File: src/rtl/mvm_mem_arbiter.sv
// mvm_mem_arbiter
//
// Arbitrates three memory requesters (bit0 W loader, bit1 X loader,
// bit2 R store) onto a single memory request port. Responses come back in
// order and are routed to their owner through a 4-entry tag FIFO.
//
// Configuration macro: MVM_ARB_FIXED_PRIO_EN
//   undefined : round-robin, search starts after the last granted requester
//   defined   : fixed priority R (bit2) > X (bit1) > W (bit0)
//
// Ports
//   clk, reset                : clock, synchronous active-low reset
//   req_valid_i / req_ready_o : per-requester valid / one-cycle accept pulse
//   req_addr/cmd/typ/data_i   : packed per-requester request fields
//   resp_valid_o/resp_data_o  : one-hot response strobe + shared data
//   mem_req_*                 : registered request to memory (valid/ready)
//   mem_resp_*                : in-order memory responses
//   outstanding_o             : in-flight request count (0..4)
//   err_o                     : sticky flag, response arrived with no tag
module mvm_mem_arbiter (
    input  logic         clk,
    input  logic         reset,
    input  logic [2:0]   req_valid_i,
    output logic [2:0]   req_ready_o,
    input  logic [119:0] req_addr_i,
    input  logic [14:0]  req_cmd_i,
    input  logic [8:0]   req_typ_i,
    input  logic [191:0] req_data_i,
    output logic [2:0]   resp_valid_o,
    output logic [63:0]  resp_data_o,
    input  logic         mem_req_ready_i,
    output logic         mem_req_valid_o,
    output logic [39:0]  mem_req_addr_o,
    output logic [4:0]   mem_req_cmd_o,
    output logic [2:0]   mem_req_typ_o,
    output logic [63:0]  mem_req_data_o,
    input  logic         mem_resp_valid_i,
    input  logic [63:0]  mem_resp_data_i,
    output logic [2:0]   outstanding_o,
    output logic         err_o
);

    typedef enum logic {IDLE = 1'b0, HOLD = 1'b1} state_t;

    state_t      state_q, state_d;
    logic        valid_q, valid_d;
    logic [39:0] addr_q, addr_d;
    logic [4:0]  cmd_q, cmd_d;
    logic [2:0]  typ_q, typ_d;
    logic [63:0] data_q, data_d;
    logic [1:0]  id_q, id_d;
    logic [1:0]  tag_q [4];
    logic [1:0]  tag_d [4];
    logic [1:0]  wr_ptr_q, wr_ptr_d;
    logic [1:0]  rd_ptr_q, rd_ptr_d;
    logic [2:0]  count_q, count_d;
    logic        err_q, err_d;
`ifndef MVM_ARB_FIXED_PRIO_EN
    logic [1:0]  last_q, last_d;
`endif

    logic        gnt_vld;
    logic [1:0]  gnt_idx;
    logic        grant;
    logic        push;
    logic        pop;

    always_comb begin
        gnt_vld = 1'b0;
        gnt_idx = 2'd0;
`ifdef MVM_ARB_FIXED_PRIO_EN
        if (req_valid_i[2]) begin
            gnt_vld = 1'b1;
            gnt_idx = 2'd2;
        end else if (req_valid_i[1]) begin
            gnt_vld = 1'b1;
            gnt_idx = 2'd1;
        end else if (req_valid_i[0]) begin
            gnt_vld = 1'b1;
            gnt_idx = 2'd0;
        end
`else
        // Search starts one past the last winner and wraps 2 -> 0.
        for (int k = 1; k <= 3; k++) begin
            int c;
            c = (int'(last_q) + k) % 3;
            if (!gnt_vld && req_valid_i[c]) begin
                gnt_vld = 1'b1;
                gnt_idx = 2'(c);
            end
        end
`endif

        // Reset gates the combinational strobes so nothing is accepted or
        // routed while the block is being cleared.
        grant = reset && (state_q == IDLE) && (count_q != 3'd4) && gnt_vld;
        push  = (state_q == HOLD) && mem_req_ready_i;
        pop   = reset && mem_resp_valid_i && (count_q != 3'd0);

        req_ready_o  = grant ? (3'b001 << gnt_idx) : 3'b000;
        resp_valid_o = pop ? (3'b001 << tag_q[rd_ptr_q]) : 3'b000;
        resp_data_o  = pop ? mem_resp_data_i : 64'd0;

        state_d  = state_q;
        valid_d  = valid_q;
        addr_d   = addr_q;
        cmd_d    = cmd_q;
        typ_d    = typ_q;
        data_d   = data_q;
        id_d     = id_q;
        tag_d    = tag_q;
        wr_ptr_d = wr_ptr_q;
        rd_ptr_d = rd_ptr_q;
`ifndef MVM_ARB_FIXED_PRIO_EN
        last_d   = last_q;
`endif

        if (grant) begin
            state_d = HOLD;
            valid_d = 1'b1;
            addr_d  = req_addr_i[40*gnt_idx +: 40];
            cmd_d   = req_cmd_i[5*gnt_idx +: 5];
            typ_d   = req_typ_i[3*gnt_idx +: 3];
            data_d  = req_data_i[64*gnt_idx +: 64];
            id_d    = gnt_idx;
`ifndef MVM_ARB_FIXED_PRIO_EN
            last_d  = gnt_idx;
`endif
        end

        // Leaving HOLD never overlaps a grant, capping issue at one per two cycles.
        if (push) begin
            state_d          = IDLE;
            valid_d          = 1'b0;
            tag_d[wr_ptr_q]  = id_q;
            wr_ptr_d         = wr_ptr_q + 2'd1;
        end

        if (pop) begin
            rd_ptr_d = rd_ptr_q + 2'd1;
        end

        count_d = count_q + {2'b00, push} - {2'b00, pop};
        err_d   = err_q | (mem_resp_valid_i && (count_q == 3'd0));
    end

    always_ff @(posedge clk) begin
        if (!reset) begin
            state_q  <= IDLE;
            valid_q  <= 1'b0;
            addr_q   <= '0;
            cmd_q    <= '0;
            typ_q    <= '0;
            data_q   <= '0;
            id_q     <= '0;
            wr_ptr_q <= '0;
            rd_ptr_q <= '0;
            count_q  <= '0;
            err_q    <= 1'b0;
`ifndef MVM_ARB_FIXED_PRIO_EN
            last_q   <= 2'd2;
`endif
        end else begin
            state_q  <= state_d;
            valid_q  <= valid_d;
            addr_q   <= addr_d;
            cmd_q    <= cmd_d;
            typ_q    <= typ_d;
            data_q   <= data_d;
            id_q     <= id_d;
            wr_ptr_q <= wr_ptr_d;
            rd_ptr_q <= rd_ptr_d;
            count_q  <= count_d;
            err_q    <= err_d;
`ifndef MVM_ARB_FIXED_PRIO_EN
            last_q   <= last_d;
`endif
        end
    end

    // Tag storage is only meaningful behind the pointers, so it is not reset.
    always_ff @(posedge clk) begin
        tag_q <= tag_d;
    end

    assign mem_req_valid_o = valid_q;
    assign mem_req_addr_o  = addr_q;
    assign mem_req_cmd_o   = cmd_q;
    assign mem_req_typ_o   = typ_q;
    assign mem_req_data_o  = data_q;
    assign outstanding_o   = count_q;
    assign err_o           = err_q;

endmodule

File: config.mk
export PLATFORM = sky130hd
export DESIGN_NAME = mvm_mem_arbiter
export DESIGN_NICKNAME = d
export VERILOG_FILES = /design/src/rtl/mvm_mem_arbiter.sv
export SDC_FILE = /design/constraint.sdc
export NUM_CORES = 1
export LEC_CHECK = 0
export BUFFER_PORTS_ARGS = -buffer_cell sky130_fd_sc_hd__clkbuf_2
export CAP_MARGIN = 20
export CORE_AREA = 4 4 228 230
export CTS_BUF_LIST = sky130_fd_sc_hd__clkbuf_4
export DETAILED_ROUTE_END_ITERATION = 8
export DIE_AREA = 0 0 232 234
export PLACE_DENSITY = 0.33
export SYNTH_ARGS = -nofsm -noshare
export SYNTH_HDL_FRONTEND = slang
export SYNTH_SLANG_ARGS = --single-unit
File: constraint.sdc
create_clock -name clk -period 3.5 [get_ports clk]
set_input_delay 0.7 -clock clk [delete_from_list [all_inputs] [get_ports clk]]
set_output_delay 0.7 -clock clk [all_outputs]
set_load 0.01 [all_outputs]
==> flow_metrics.env <==
export IMPL_clock_root_buffer="clkbuf_4"
export IMPL_seqCellArea_um2=2728
export IMPL_grt_first_pass_wirelength_um=53450
export IMPL_worstMarginPinSlew_ps=816.6
export IMPL_antenna_found_initial=2
export IMPL_post_synth_top_count_cell="nand3_1"
export IMPL_ys_ff_latch=132
export IMPL_detailed_place_hpwl_um=29810
export IMPL_cts_tree="yes"
export IMPL_globalRouteOverflowTotal=0
export IMPL_arrival_ps=2580
export IMPL_routed_via_count=8423
export IMPL_power_per_cell_area_nw_per_um2=648.0
export IMPL_synth_top_cell_area_share_pct=34.34
export IMPL_drive_above_1_share_pct=48.41
export IMPL_end_kind="output port"
export IMPL_max_vdd_ir_drop_mv=0.4221
export IMPL_min_period_ps=3285
export IMPL_ys_flop_type="dfxtp_1"
export IMPL_yosysSeqAreaShare_pct=37.67
export IMPL_io_pins=594
export IMPL_synth_compound_area_share_pct=14.37
export IMPL_synth_top_family_by_area="simple AND/OR/NAND/NOR gates"
export IMPL_portBuffers=593
export IMPL_cts_sinks=132
export IMPL_whs_ps=237.1
export IMPL_path_clk_slew_ps=130
export IMPL_n_fill_cell=5614
export IMPL_groute_usage_overall_pct=13.30
export IMPL_synthAdderAreaFrac_pct=1.835
export IMPL_avgSynthCellArea_um2=8.913
export IMPL_finClkSkew_ps=23.35
export IMPL_drt_wirelength_per_cell_um=18.56
export IMPL_p_leak_nw=5.604
export IMPL_first_iter_violations=316
export IMPL_setup_tns_ps=0
export IMPL_grt_max_degree=105
export IMPL_wl_um=38160
export IMPL_initial_core_util_pct=14.50
export IMPL_yosys_top_cells_area="dfxtp_1 34%, mux2i_1 16%, nand3_1 14%"
export IMPL_crit_required_ps=2800
export IMPL_synth_xor_area_share_pct=0.7270
export IMPL_syn_inst=811
export IMPL_numCtsBuffers=17
export IMPL_area_delta_synth_final_pct=55.98
export IMPL_rows=82
export IMPL_gp_congestion=0.7661
export IMPL_clk_path_buf_depth=2
export IMPL_ant_nets=0
export IMPL_rsz0062_at_grt="yes"
export IMPL_hold_viol_final=0
export IMPL_cp_max_fo=5
export IMPL_ctsHoldBuffers=0
export IMPL_syn_area_um2=7228
export IMPL_dieArea_um2=54290
export IMPL_viasPerCell=4.097
export IMPL_ys_warn_count=0
export IMPL_fin_nets=1784
export IMPL_die_y_um=234
export IMPL_timing_slew_headroom_pct=45.56
export IMPL_clock_latency_ps=690
export IMPL_ys_async_sr_fraction_pct=0
export IMPL_core_area_um2=49860
export IMPL_synthMuxAreaShare_pct=16.91
export IMPL_first_pass_iters=4
export IMPL_synthesis_nets=1228
export IMPL_die_x_um=232
export IMPL_grt_pass1_vias=8491
export IMPL_slew_violations=0
export IMPL_synthTopCellsByCount="206 x nand3_1, 124 x dfxtp_1, 115 x mux2i_1"
export IMPL_multi_input_area_um2=4190
export IMPL_hp_class="in -> reg"
export IMPL_ys_types=42
export IMPL_status="complete, no violations"
export IMPL_setup_viol=0
export IMPL_yosysTopAreaCell="dfxtp_1"
export IMPL_min_period_over_period_pct=93.84
export IMPL_fmax_ghz=0.3045
export IMPL_cts_htree_levels=4
export IMPL_yosys_area_share_simple_pct=23.11
export IMPL_synth_edf_count=8
export IMPL_remaining_drc_errors=0
export IMPL_drv_cap=0
export IMPL_criticalPathCategory="reg -> out"
export IMPL_critPathLaunchType="register"
==> area by class of cell <==
| type | count | share of cell area (%) |
|---|---|---|
| Multi-Input combinational cell | 591 | 37.17 |
| Timing Repair Buffer | 618 | 28.79 |
| Clock buffer | 19 | 1.265 |
| Clock inverter | 13 | 0.8101 |
| Inverter | 7 | 0.2330 |
| Sequential cell | 132 | 24.19 |
| Tap cell | 672 | 7.458 |
| Antenna cell | 4 | 0.08878 |
==> worst max-delay path: stages (launching register included) <==
cell	delay, ps
dfxtp_4	390
inv_1	90
ha_2	220
nand2b_1	170
mux2_4	330
mux2i_2	210
a21oi_1	120
nor3_2	210
clkbuf_2	160
==> logic make-up (layout without fill, tap and decap cells) <==
| family | after synthesis | in the layout |
|---|---|---|
| DFF | 132 | 132 |
| AOI/OAI and AO/OA | 141 | 141 |
| xor gates and xnor gates | 6 | 6 |
| adders and majority gates | 10 | 10 |
| other | 0 | 4 |
| and+or+nand+nor | 315 | 315 |
| buffers and inverters | 88 | 657 |
| muxes | 119 | 119 |
==> state kept, by name (all words and copies together), names as in the netlist <==
register,cells
mem_req_typ_o,3
rd_ptr_q,2
id_q,2
mem_req_cmd_o,5
mem_req_addr_o,40
mem_req_data_o,64
wr_ptr_q,2
outstanding_o,3
mem_req_valid_o,1
last_q,1
tag_q,8
err_o,1
==> metal layers <==
layer	GRT usage, %	wire, um
met1	13.50	13760
met2	25.74	20880
met3	4.179	2892
met4	4.353	620
met5	0	0
==> metrics by stage <==
step	power [mW]	util [%]	instances	cell area [um2]	setup WS, ps
5_1_grt	7.865	22.61	2056	11270	-19.77
4_1_cts	7.478	22.53	2051	11240	32.96
3_3_place_gp	6.352	21.94	2015	10940	469.0
6_report	7.306	22.61	2056	11270	215.5
3_5_place_dp	6.341	21.94	2015	10940	452.6
2_1_floorplan	4.630	-	811	7228	540.6
==> layout by cell type, fill, tap and decap left out, drive strengths merged, types with 2 or more instances in the layout <==
cell and count:
clkbuf 611, nand3 206, dfxtp 124, mux2i 115
o211ai 103, and2 66, buf 26, nor2 13
o21ai 13, a22oi 11, nand2 11, inv 9
ha 9, edfxtp 8, a21oi 8, clkinv 8
xnor2 5, diode 4, and3 4, nand2b 4
nor3 3, mux4 2, mux2 2, nor2b 2
clkinvlp 2, nand4 2
==> what timing repair did <==
item                       4_1_cts  5_1_grt
gates resized for setup          9        5
buffers inserted                 4        1
setup endpoints to repair        3        2
pin swaps                        3        0
==> worst paths after layout <==
kind / from / to / slack (ps) / cells past startpoint
worst min-delay path: req_data_i[164] / mem_req_data_o[36] / 240 / 3
worst max register to register: id_q[0] / mem_req_data_o[29] / 730 / 10
worst max-delay path: id_q[0] / req_ready_o[0] / 220 / 8
worst min register to register: id_q[0] / tag_q[6] / 490 / 0
==> report_power, final <==
group          internal [mW]  leakage [nW]  switching [mW]
Combinational           1.62          4.38            2.34
Clock                  0.351         0.135           0.653
Sequential              2.04          1.09           0.298
Note: power is estimated with default switching activity, not from simulation.
